## src/rtl/addr_trans_mmu_pkg.sv

```systemverilog
// Shared definitions for the address translation unit: segment codes,
// page-table entry layout and the VPN/PFN width helper.
package addr_trans_pkg;

  localparam logic [2:0] KSEG0 = 3'b100;
  localparam logic [2:0] KSEG1 = 3'b101;

  // Fields are held at full address width; the top zero-extends the
  // VW-bit stored values so the lookup never depends on PAGE_BITS for layout.
  typedef struct packed {
    logic [31:0] vpn;
    logic [31:0] pfn;
    logic        v;
  } tbl_entry_t;

  function automatic int vw_of(input int page_bits);
    return 32 - page_bits;
  endfunction

endpackage

```

## src/rtl/addr_trans_mmu_lookup.sv

```systemverilog
// Combinational translation of one virtual address: segment decode,
// fully associative page match and lowest-index priority select.
module addr_trans_lookup
  import addr_trans_pkg::*;
#(
  parameter int ENTRIES   = 8,
  parameter int PAGE_BITS = 12
) (
  input  logic [31:0] vaddr_i,
  input  logic        mapped_i,
  input  tbl_entry_t  tbl_i [ENTRIES],
  output logic [31:0] paddr_o,
  output logic        uncached_o,
  output logic        miss_o
);

  localparam logic [31:0] OFF_MASK = (32'd1 << PAGE_BITS) - 32'd1;

  logic [2:0]  seg;
  logic [31:0] vpn_w;
  logic        hit;
  logic [31:0] hit_pfn;

  assign seg   = vaddr_i[31:29];
  assign vpn_w = vaddr_i >> PAGE_BITS;

  // Scan from the top so the lowest matching index is the last one written.
  always_comb begin
    hit     = 1'b0;
    hit_pfn = '0;
    for (int i = ENTRIES - 1; i >= 0; i--) begin
      if (tbl_i[i].v && (tbl_i[i].vpn == vpn_w)) begin
        hit     = 1'b1;
        hit_pfn = tbl_i[i].pfn;
      end
    end
  end

  always_comb begin
    paddr_o    = vaddr_i;
    uncached_o = 1'b0;
    miss_o     = 1'b0;
    if ((seg == KSEG0) || (seg == KSEG1)) begin
      paddr_o    = {3'b000, vaddr_i[28:0]};
      uncached_o = (seg == KSEG1);
    end else if (mapped_i) begin
      if (hit) begin
        paddr_o = (hit_pfn << PAGE_BITS) | (vaddr_i & OFF_MASK);
      end else begin
        miss_o = 1'b1;
      end
    end
  end

endmodule

```

## src/rtl/addr_trans_mmu.sv

```systemverilog
// Multi-channel virtual-to-physical translation unit: shared page table
// written from the CP0 side, one lookup and one response register per channel.
module addr_trans_mmu
  import addr_trans_pkg::*;
#(
  parameter  int NUM_CH    = 2,
  parameter  int ENTRIES   = 8,
  parameter  int PAGE_BITS = 12,
  localparam int VW        = vw_of(PAGE_BITS),
  localparam int IW        = $clog2(ENTRIES)
) (
  input  logic                clk,
  input  logic                resetn,
  input  logic                mapped,
  input  logic [NUM_CH-1:0]   req_valid,
  output logic [NUM_CH-1:0]   req_ready,
  input  logic [NUM_CH*32-1:0] req_vaddr,
  output logic [NUM_CH-1:0]   rsp_valid,
  input  logic [NUM_CH-1:0]   rsp_ready,
  output logic [NUM_CH*32-1:0] rsp_paddr,
  output logic [NUM_CH-1:0]   rsp_uncached,
  output logic [NUM_CH-1:0]   rsp_miss,
  input  logic                tbl_we,
  input  logic [IW-1:0]       tbl_idx,
  input  logic [VW-1:0]       tbl_vpn,
  input  logic [VW-1:0]       tbl_pfn,
  input  logic                tbl_v,
  input  logic                tbl_flush
);

  // Page table: valid bits are reset, VPN/PFN storage is not.
  logic [ENTRIES-1:0] tv_q, tv_d;
  logic [VW-1:0]      vpn_q [ENTRIES];
  logic [VW-1:0]      pfn_q [ENTRIES];
  tbl_entry_t         tbl   [ENTRIES];

  always_comb begin
    tv_d = tbl_flush ? '0 : tv_q;
    if (tbl_we) tv_d[tbl_idx] = tbl_v;
  end

  always_ff @(posedge clk or negedge resetn) begin
    if (!resetn) tv_q <= '0;
    else         tv_q <= tv_d;
  end

  always_ff @(posedge clk) begin
    if (tbl_we) begin
      vpn_q[tbl_idx] <= tbl_vpn;
      pfn_q[tbl_idx] <= tbl_pfn;
    end
  end

  always_comb begin
    for (int i = 0; i < ENTRIES; i++) begin
      tbl[i].vpn = 32'(vpn_q[i]);
      tbl[i].pfn = 32'(pfn_q[i]);
      tbl[i].v   = tv_q[i];
    end
  end

  logic [NUM_CH*32-1:0] xl_paddr;
  logic [NUM_CH-1:0]    xl_unc, xl_miss;

  for (genvar c = 0; c < NUM_CH; c++) begin : g_ch
    addr_trans_lookup #(
      .ENTRIES   (ENTRIES),
      .PAGE_BITS (PAGE_BITS)
    ) u_lookup (
      .vaddr_i    (req_vaddr[32*c +: 32]),
      .mapped_i   (mapped),
      .tbl_i      (tbl),
      .paddr_o    (xl_paddr[32*c +: 32]),
      .uncached_o (xl_unc[c]),
      .miss_o     (xl_miss[c])
    );
  end

  // Handshake: a transfer happens on a rising edge where valid && ready.
  // The response slot is free when empty or being drained this cycle, so a
  // channel sustains one request per cycle while rsp_ready stays high.
  logic [NUM_CH-1:0]    valid_q, valid_d, unc_q, unc_d, miss_q, miss_d, accept;
  logic [NUM_CH*32-1:0] paddr_q, paddr_d;

  assign req_ready = ~valid_q | rsp_ready;
  assign accept    = req_valid & req_ready;

  always_comb begin
    valid_d = (valid_q & ~rsp_ready) | accept;
    paddr_d = paddr_q;
    unc_d   = unc_q;
    miss_d  = miss_q;
    for (int c = 0; c < NUM_CH; c++) begin
      if (accept[c]) begin
        paddr_d[32*c +: 32] = xl_paddr[32*c +: 32];
        unc_d[c]            = xl_unc[c];
        miss_d[c]           = xl_miss[c];
      end
    end
  end

  always_ff @(posedge clk or negedge resetn) begin
    if (!resetn) begin
      valid_q <= '0;
      paddr_q <= '0;
      unc_q   <= '0;
      miss_q  <= '0;
    end else begin
      valid_q <= valid_d;
      paddr_q <= paddr_d;
      unc_q   <= unc_d;
      miss_q  <= miss_d;
    end
  end

  assign rsp_valid    = valid_q;
  assign rsp_paddr    = paddr_q;
  assign rsp_uncached = unc_q;
  assign rsp_miss     = miss_q;

endmodule

```

## config.mk

```make
export PLATFORM = sky130hd
export DESIGN_NAME = addr_trans_mmu
export DESIGN_NICKNAME = d
export VERILOG_FILES = /design/src/rtl/addr_trans_mmu_pkg.sv /design/src/rtl/addr_trans_mmu_lookup.sv /design/src/rtl/addr_trans_mmu.sv
export SDC_FILE = /design/constraint.sdc
export NUM_CORES = 1
export LEC_CHECK = 0
export BUFFER_PORTS_ARGS = -buffer_cell sky130_fd_sc_hd__clkbuf_2
export CORE_MARGIN = 3
export CORE_UTILIZATION = 33
export DETAILED_ROUTE_END_ITERATION = 10
export GPL_TIMING_DRIVEN = 0
export HOLD_SLACK_MARGIN = 0.03
export PLACE_DENSITY = 0.57
export SETUP_SLACK_MARGIN = 0.2
export SLEW_MARGIN = 10
export SYNTH_ARGS = -nofsm -noshare
export SYNTH_HDL_FRONTEND = slang
export SYNTH_SLANG_ARGS = --single-unit
```

## constraint.sdc

```tcl
create_clock -name clk -period 3 [get_ports clk]
set_input_delay 0.45 -clock clk [delete_from_list [all_inputs] [get_ports clk]]
set_output_delay 0.45 -clock clk [all_outputs]
set_load 0.02 [all_outputs]
```

==> impl_metrics.env, run 1 <==
export IMPL_cp_end_kind="flip-flop"
export IMPL_placeableCoreArea_mm2=0.0605
export IMPL_final_hold_violation_count=0
export IMPL_die_h_um=254
export IMPL_viasPerCell=6.05
export IMPL_die_width_um=254
export IMPL_synth_area_leader_cell="edfxtp_1"
export IMPL_grt_overflow_total=0
export IMPL_synth_edf_count=320
export IMPL_p_leak_nw=9.13
export IMPL_first_global_vias=16400
export IMPL_rsz0062_at_grt="true"
export IMPL_insertion_delay_ns=0.61
export IMPL_path_class="flip-flop to flip-flop"
export IMPL_cts_max_path_buffers=3
export IMPL_syn_area_per_cell_um2=11.7
export IMPL_dp_hpwl_mm=59.8
export IMPL_grt_max_degree=79
export IMPL_maxCapViolCount=0
export IMPL_grt_pass1_wl_mm=122
export IMPL_crit_chain="xor2_1 -> nor4_1 -> and3_1 -> clkbuf_2 -> and2_1 -> buf_4 -> buf_6 -> nand3_1 -> a311o_1 -> a211oi_4 -> a211o_1"
export IMPL_cp_start_kind="flip-flop"
export IMPL_syn2layout_area_growth_pct=26.4
export IMPL_synth_commonest_cells="edfxtp_1 (320), xnor2_1 (183), nand2_1 (168), xor2_1 (139), dfrtp_1 (78)"
export IMPL_finalClockSkew_ns=0.0294
export IMPL_clk_pin_slew_ns=0.07
export IMPL_synth_area_mm2=0.0202
export IMPL_hp_class="input pin to flip-flop"
export IMPL_globalplace_congestion=1.00
export IMPL_yosys_area_top_type_share_pct=47.5
export IMPL_ys_flop_type="edfxtp_1"
export IMPL_initial_core_util_pct=33.5
export IMPL_setup_viol=0
export IMPL_irDropWorstVdd_uv=354
export IMPL_fin_nets=2125
export IMPL_drtAntennaViolNets=0
export IMPL_grtUsageTotal_pct=26.8
export IMPL_relSlewSlack_pct=24.6
export IMPL_crit_family="simple AND/OR/NAND/NOR gates"
export IMPL_synthCells=1727
export IMPL_status="finished clean"
export IMPL_crit_path_max_incr_delay_ns=0.42
export IMPL_ys_seq_area_share_pct=57.1
export IMPL_io_pins=189
export IMPL_cts_tree="done"
export IMPL_slowest_stage="edfxtp_1"
export IMPL_worst_pin_slew_ns=1.13
export IMPL_firstDrtPassIters=7
export IMPL_first_iter_violations=2573
export IMPL_drv_slew=0
export IMPL_h_tree_depth=2
export IMPL_avgRoutedWirePerCell_um=31.5
export IMPL_finalCriticalPeriod_ns=2.92
export IMPL_antenna_found_initial=6
export IMPL_cts_inserted_buffers=45
export IMPL_synth_fp_nets=1844
export IMPL_ys_top_cells_by_area="edfxtp_1 (47%), dfrtp_1 (9.6%), xnor2_1 (7.9%)"
export IMPL_required_ns=3.53
export IMPL_drive_above_1_share_pct=26.1
export IMPL_cts_sinks=398
export IMPL_path_buf_inv=3
export IMPL_p_total_mw=13.9
export IMPL_yosys_warnings=0
export IMPL_setup_tns_ns=0
export IMPL_rows=90
export IMPL_period_share_pct=97.3
export IMPL_drt_wl_total_mm=89.1
export IMPL_cp_max_fo=10
export IMPL_synth_most_common_cell="edfxtp_1"
export IMPL_power_density_mw_per_mm2=543
export IMPL_die_area_mm2=0.0643
export IMPL_io_buffer_count=148
export IMPL_async_reset_ff_share_pct=19.6
export IMPL_critPathArrivalTime_ns=3.46
export IMPL_drcViolationCount=0
export IMPL_fmax_ghz=0.342
export IMPL_dr_total_vias=17100
export IMPL_ys_types=78
export IMPL_ys_ff_latch=398
export IMPL_cts_root_buffer="clkbuf_16"
==> layout make-up <==
class / count / area [um2]
Fill cell: 5533 / 34900
Sequential cell: 398 / 11600
Multi-Input combinational cell: 1177 / 8910
Timing Repair Buffer: 234 / 1700
Clock buffer: 63 / 1250
Tap cell: 782 / 978
Buffer: 106 / 739
Clock inverter: 17 / 253
Inverter: 46 / 173
Antenna cell: 2 / 5.00
==> through the flow <==
| step | util, % | setup slack [ns] | area, um2 | hold slack, ns | cells |
|---|---|---|---|---|---|
| detailed placement | 36.9 | -1.91 | 22300 | 0.462 | 2672 |
| global route | 42.3 | 0.00603 | 25600 | 0.0617 | 2825 |
| global placement | 36.3 | -1.98 | 22000 | 0.460 | 2657 |
| CTS | 41.0 | 0.148 | 24800 | 0.0316 | 2801 |
| finish | 42.3 | 0.0798 | 25600 | 0.0548 | 2825 |
| floorplan | - | 0.117 | 20200 | 0.154 | 1727 |
==> cell families (layout without fill, tap and decap cells) <==
family	after synthesis	in the layout	synth area share (%)
other	0	2	0
AO/OA/AOI/OAI	282	282	10.7
multiplexers	4	4	0.204
AND/OR/NAND/NOR	569	569	14.8
flip-flops	398	398	57.1
buffers and inverters	152	466	3.28
XOR/XNOR	322	322	13.9
==> worst reg2reg max path, stage by stage, from the launching register on <==
cell and delay, ns:
edfxtp_1 0.42, xor2_1 0.18, nor4_1 0.28, and3_1 0.26, clkbuf_2 0.23, and2_1 0.17
buf_4 0.19, buf_6 0.20, nand3_1 0.12, a311o_1 0.38, a211oi_4 0.32, a211o_1 0.13
==> power breakdown <==
part	switching [mW]	leakage, nW	internal [mW]
sequential	0.186	3.88	6.26
combinational	1.11	4.52	0.517
clock	2.37	0.737	3.43
total	3.67	9.13	10.2
==> sequential cells by signal, indices dropped and copies added (netlist names) <==
register	count
rsp_uncached	2
rsp_paddr	64
vpn_q	160
pfn_q	160
tv_q	8
rsp_valid	2
rsp_miss	2
==> cells in the final DEF, fill, tap and decap left out, drive strengths merged, types with 61 or more instances in the layout <==
cell    synthesis  routed
clkbuf         49     251
nor2           78      78
nand4          75      75
nand3          61      61
nand2         169     169
xor2          139     139
buf            57     150
edfxtp        320     320
dfrtp          78      78
xnor2         183     183
==> what timing repair did <==
action | CTS | global route
pin swaps | 39 | 52
buffers inserted | 45 | 19
hold endpoints to repair | 79 | 0
gates resized for setup | 152 | 128
cloned | 2 | 3
hold buffers | 2 | 0
setup endpoints to repair | 41 | 50
==> path summary, 6_finish.rpt <==
path / start / end / slack, ns / depth (start not counted)
max: vpn_q[7][16] / rsp_paddr[15] / 0.08 / 11
min: req_vaddr[2] / rsp_paddr[2] / 0.05 / 3
max reg2reg: vpn_q[7][16] / rsp_paddr[15] / 0.08 / 11
min reg2reg: rsp_paddr[8] / rsp_paddr[8] / 0.47 / 2
max in group asynchronous: resetn / rsp_paddr[49] / 1.92 / 2
min in group asynchronous: resetn / rsp_paddr[43] / 0.49 / 2
==> routing by layer <==
metal / GRT usage, % / wire length (um) / vias to the layer above
met5: 0 / 0 / -
met4: 13.7 / 4980 / 0
met3: 6.61 / 10900 / 261
met2: 40.1 / 38100 / 1313
met1: 36.3 / 35100 / 8504
li1: - / - / 7000
No activity file was read; power rests on OpenSTA's default activity.
==> run 2: changes to the inputs <==
--- a/config.mk
+++ b/config.mk
@@ -11,7 +11,7 @@
 export DETAILED_ROUTE_END_ITERATION = 10
 export GPL_TIMING_DRIVEN = 0
 export HOLD_SLACK_MARGIN = 0.03
-export PLACE_DENSITY = 0.57
+export PLACE_DENSITY = 0.59
 export SETUP_SLACK_MARGIN = 0.2
 export SLEW_MARGIN = 10
 export SYNTH_ARGS = -nofsm -noshare
==> constraint.sdc (replaced) <==
create_clock -name clk -period 2.5 [get_ports clk]
set_input_delay 0.375 -clock clk [delete_from_list [all_inputs] [get_ports clk]]
set_output_delay 0.375 -clock clk [all_outputs]
set_load 0.02 [all_outputs]
==> impl_metrics.env, run 2 (synthesis gave the netlist of run 1 again) <==
export IMPL_cts_sinks=398
export IMPL_violations="negative setup slack"
export IMPL_first_global_vias=16800
export IMPL_globalplace_congestion=0.955
export IMPL_h_tree_depth=2
export IMPL_finalClockSkew_ns=0.0287
export IMPL_first_iter_violations=2379
export IMPL_firstDrtPassIters=6
export IMPL_p_total_mw=16.9
export IMPL_hp_class="input pin to flip-flop"
export IMPL_cp_start_kind="flip-flop"
export IMPL_rr_worst_depth=10
export IMPL_syn2layout_area_growth_pct=35.1
export IMPL_grtUsageTotal_pct=27.0
export IMPL_rsz0062_at_grt="true"
export IMPL_viasPerCell=5.90
export IMPL_worst_pin_slew_ns=1.04
export IMPL_whs_ns=0.0664
export IMPL_die_area_mm2=0.0643
export IMPL_cts_root_buffer="clkbuf_16"
export IMPL_die_width_um=254
export IMPL_p_leak_nw=9.90
export IMPL_irDropWorstVdd_uv=446
export IMPL_antenna_found_initial=5
export IMPL_placeableCoreArea_mm2=0.0605
export IMPL_dr_total_vias=17000
export IMPL_drive_above_1_share_pct=31.9
export IMPL_final_hold_violation_count=0
export IMPL_insertion_delay_ns=0.61
export IMPL_cp_max_fo=5
export IMPL_path_class="flip-flop to flip-flop"
export IMPL_finalCriticalPeriod_ns=2.78
export IMPL_drv_slew=0
export IMPL_cp_end_kind="flip-flop"
export IMPL_initial_core_util_pct=33.5
export IMPL_die_h_um=254
export IMPL_grt_overflow_total=0
export IMPL_cts_tree="done"
export IMPL_final_cell_mix="edfxtp_1 (320), nand2_1 (165), clkbuf_2 (158)"
export IMPL_critPathArrivalTime_ns=3.29
export IMPL_dp_hpwl_mm=60.3
export IMPL_final_setup_worst_slack_ns=-0.284
export IMPL_io_buffer_count=148
export IMPL_cts_max_path_buffers=3
export IMPL_fin_cells=2889
export IMPL_relSlewSlack_pct=30.7
export IMPL_rows=90
export IMPL_period_share_pct=111
export IMPL_placed_cells=2671
export IMPL_drt_wl_total_mm=89.3
export IMPL_grt_pass1_wl_mm=123
export IMPL_power_density_mw_per_mm2=619
export IMPL_drtAntennaViolNets=0
export IMPL_required_ns=3.01
export IMPL_setup_viol=41
export IMPL_grt_max_degree=46
export IMPL_final_common_cell="edfxtp_1"
export IMPL_min_path_cells=1
export IMPL_maxCapViolCount=0
export IMPL_avgRoutedWirePerCell_um=30.9
export IMPL_fmax_ghz=0.359
export IMPL_clk_pin_slew_ns=0.06
export IMPL_status="finished, violations left"
export IMPL_drcViolationCount=0
export IMPL_io_pins=189
export IMPL_fin_nets=2185
export IMPL_cts_inserted_buffers=45
[run 2: per-layer routing]
layer / track usage (%) / routed length [um] / share of wire (%) / up-vias
met3: 7.35 / 10800 / 12 / 277
met5: 0 / 9 / 0.010 / -
li1: - / - / - / 7137
met4: 14.2 / 5630 / 6.3 / 2
met1: 34.5 / 33700 / 38 / 8369
met2: 41.8 / 39200 / 44 / 1260
[run 2: area by class of cell]
class	instances	area, um2
diodes	2	5.00
plain buffers	106	1130
clock buffers	57	1220
clock inverters	27	340
fillers	5349	33100
inverters	46	173
multi-input cells	1177	9630
flip-flops and latches	398	11600
well taps	782	978
repair buffers	294	2290
[run 2: what timing repair did]
action                     in CTS  in global routing
buffers inserted               74                 26
hold endpoints to repair       59                  0
pin swaps                      71                 92
hold buffers                   27                  0
setup endpoints to repair      52                 62
cloned                          5                  0
resized for setup             177                162
[run 2: critical path, stage by stage, from the launching register on]
cell and delay, ns:
edfxtp_1 0.45, xor2_2 0.19, nor4_4 0.32, nand4_1 0.27, a311oi_4 0.37, buf_6 0.19, buf_12 0.13, a221oi_1 0.09
o311ai_1 0.34, a21oi_2 0.13, o31ai_2 0.21
[run 2: per-stage QoR]
stage	setup TNS [ns]	setup slack [ns]	utilization [%]	instance area, um2
after global placement	-604.53	-2.43	37.5	22700
after floorplan	-56.69	-0.308	-	21000
final	-9.40	-0.284	45.2	27300
after global routing	-11.67	-0.345	45.2	27300
after detailed placement	-54.36	-1.63	38.0	23000
after CTS	-9.15	-0.288	43.4	26200
[run 2: report_power, final]
part	internal (mW)	switching, mW
registers	7.51	0.243
clock network	4.12	2.96
logic	0.735	1.34
[run 2: path summary, 6_finish.rpt]
kind | slack [ns] | from | endpoint
max | -0.28 | vpn_q[7][12] | rsp_paddr[51]
min | 0.07 | tbl_pfn[8] | pfn_q[5][8]
max reg2reg | -0.28 | vpn_q[7][12] | rsp_paddr[51]
min reg2reg | 0.47 | rsp_uncached[0] | rsp_uncached[0]
max in group asynchronous | 1.47 | resetn | rsp_paddr[55]
min in group asynchronous | 0.39 | resetn | tv_q[5]
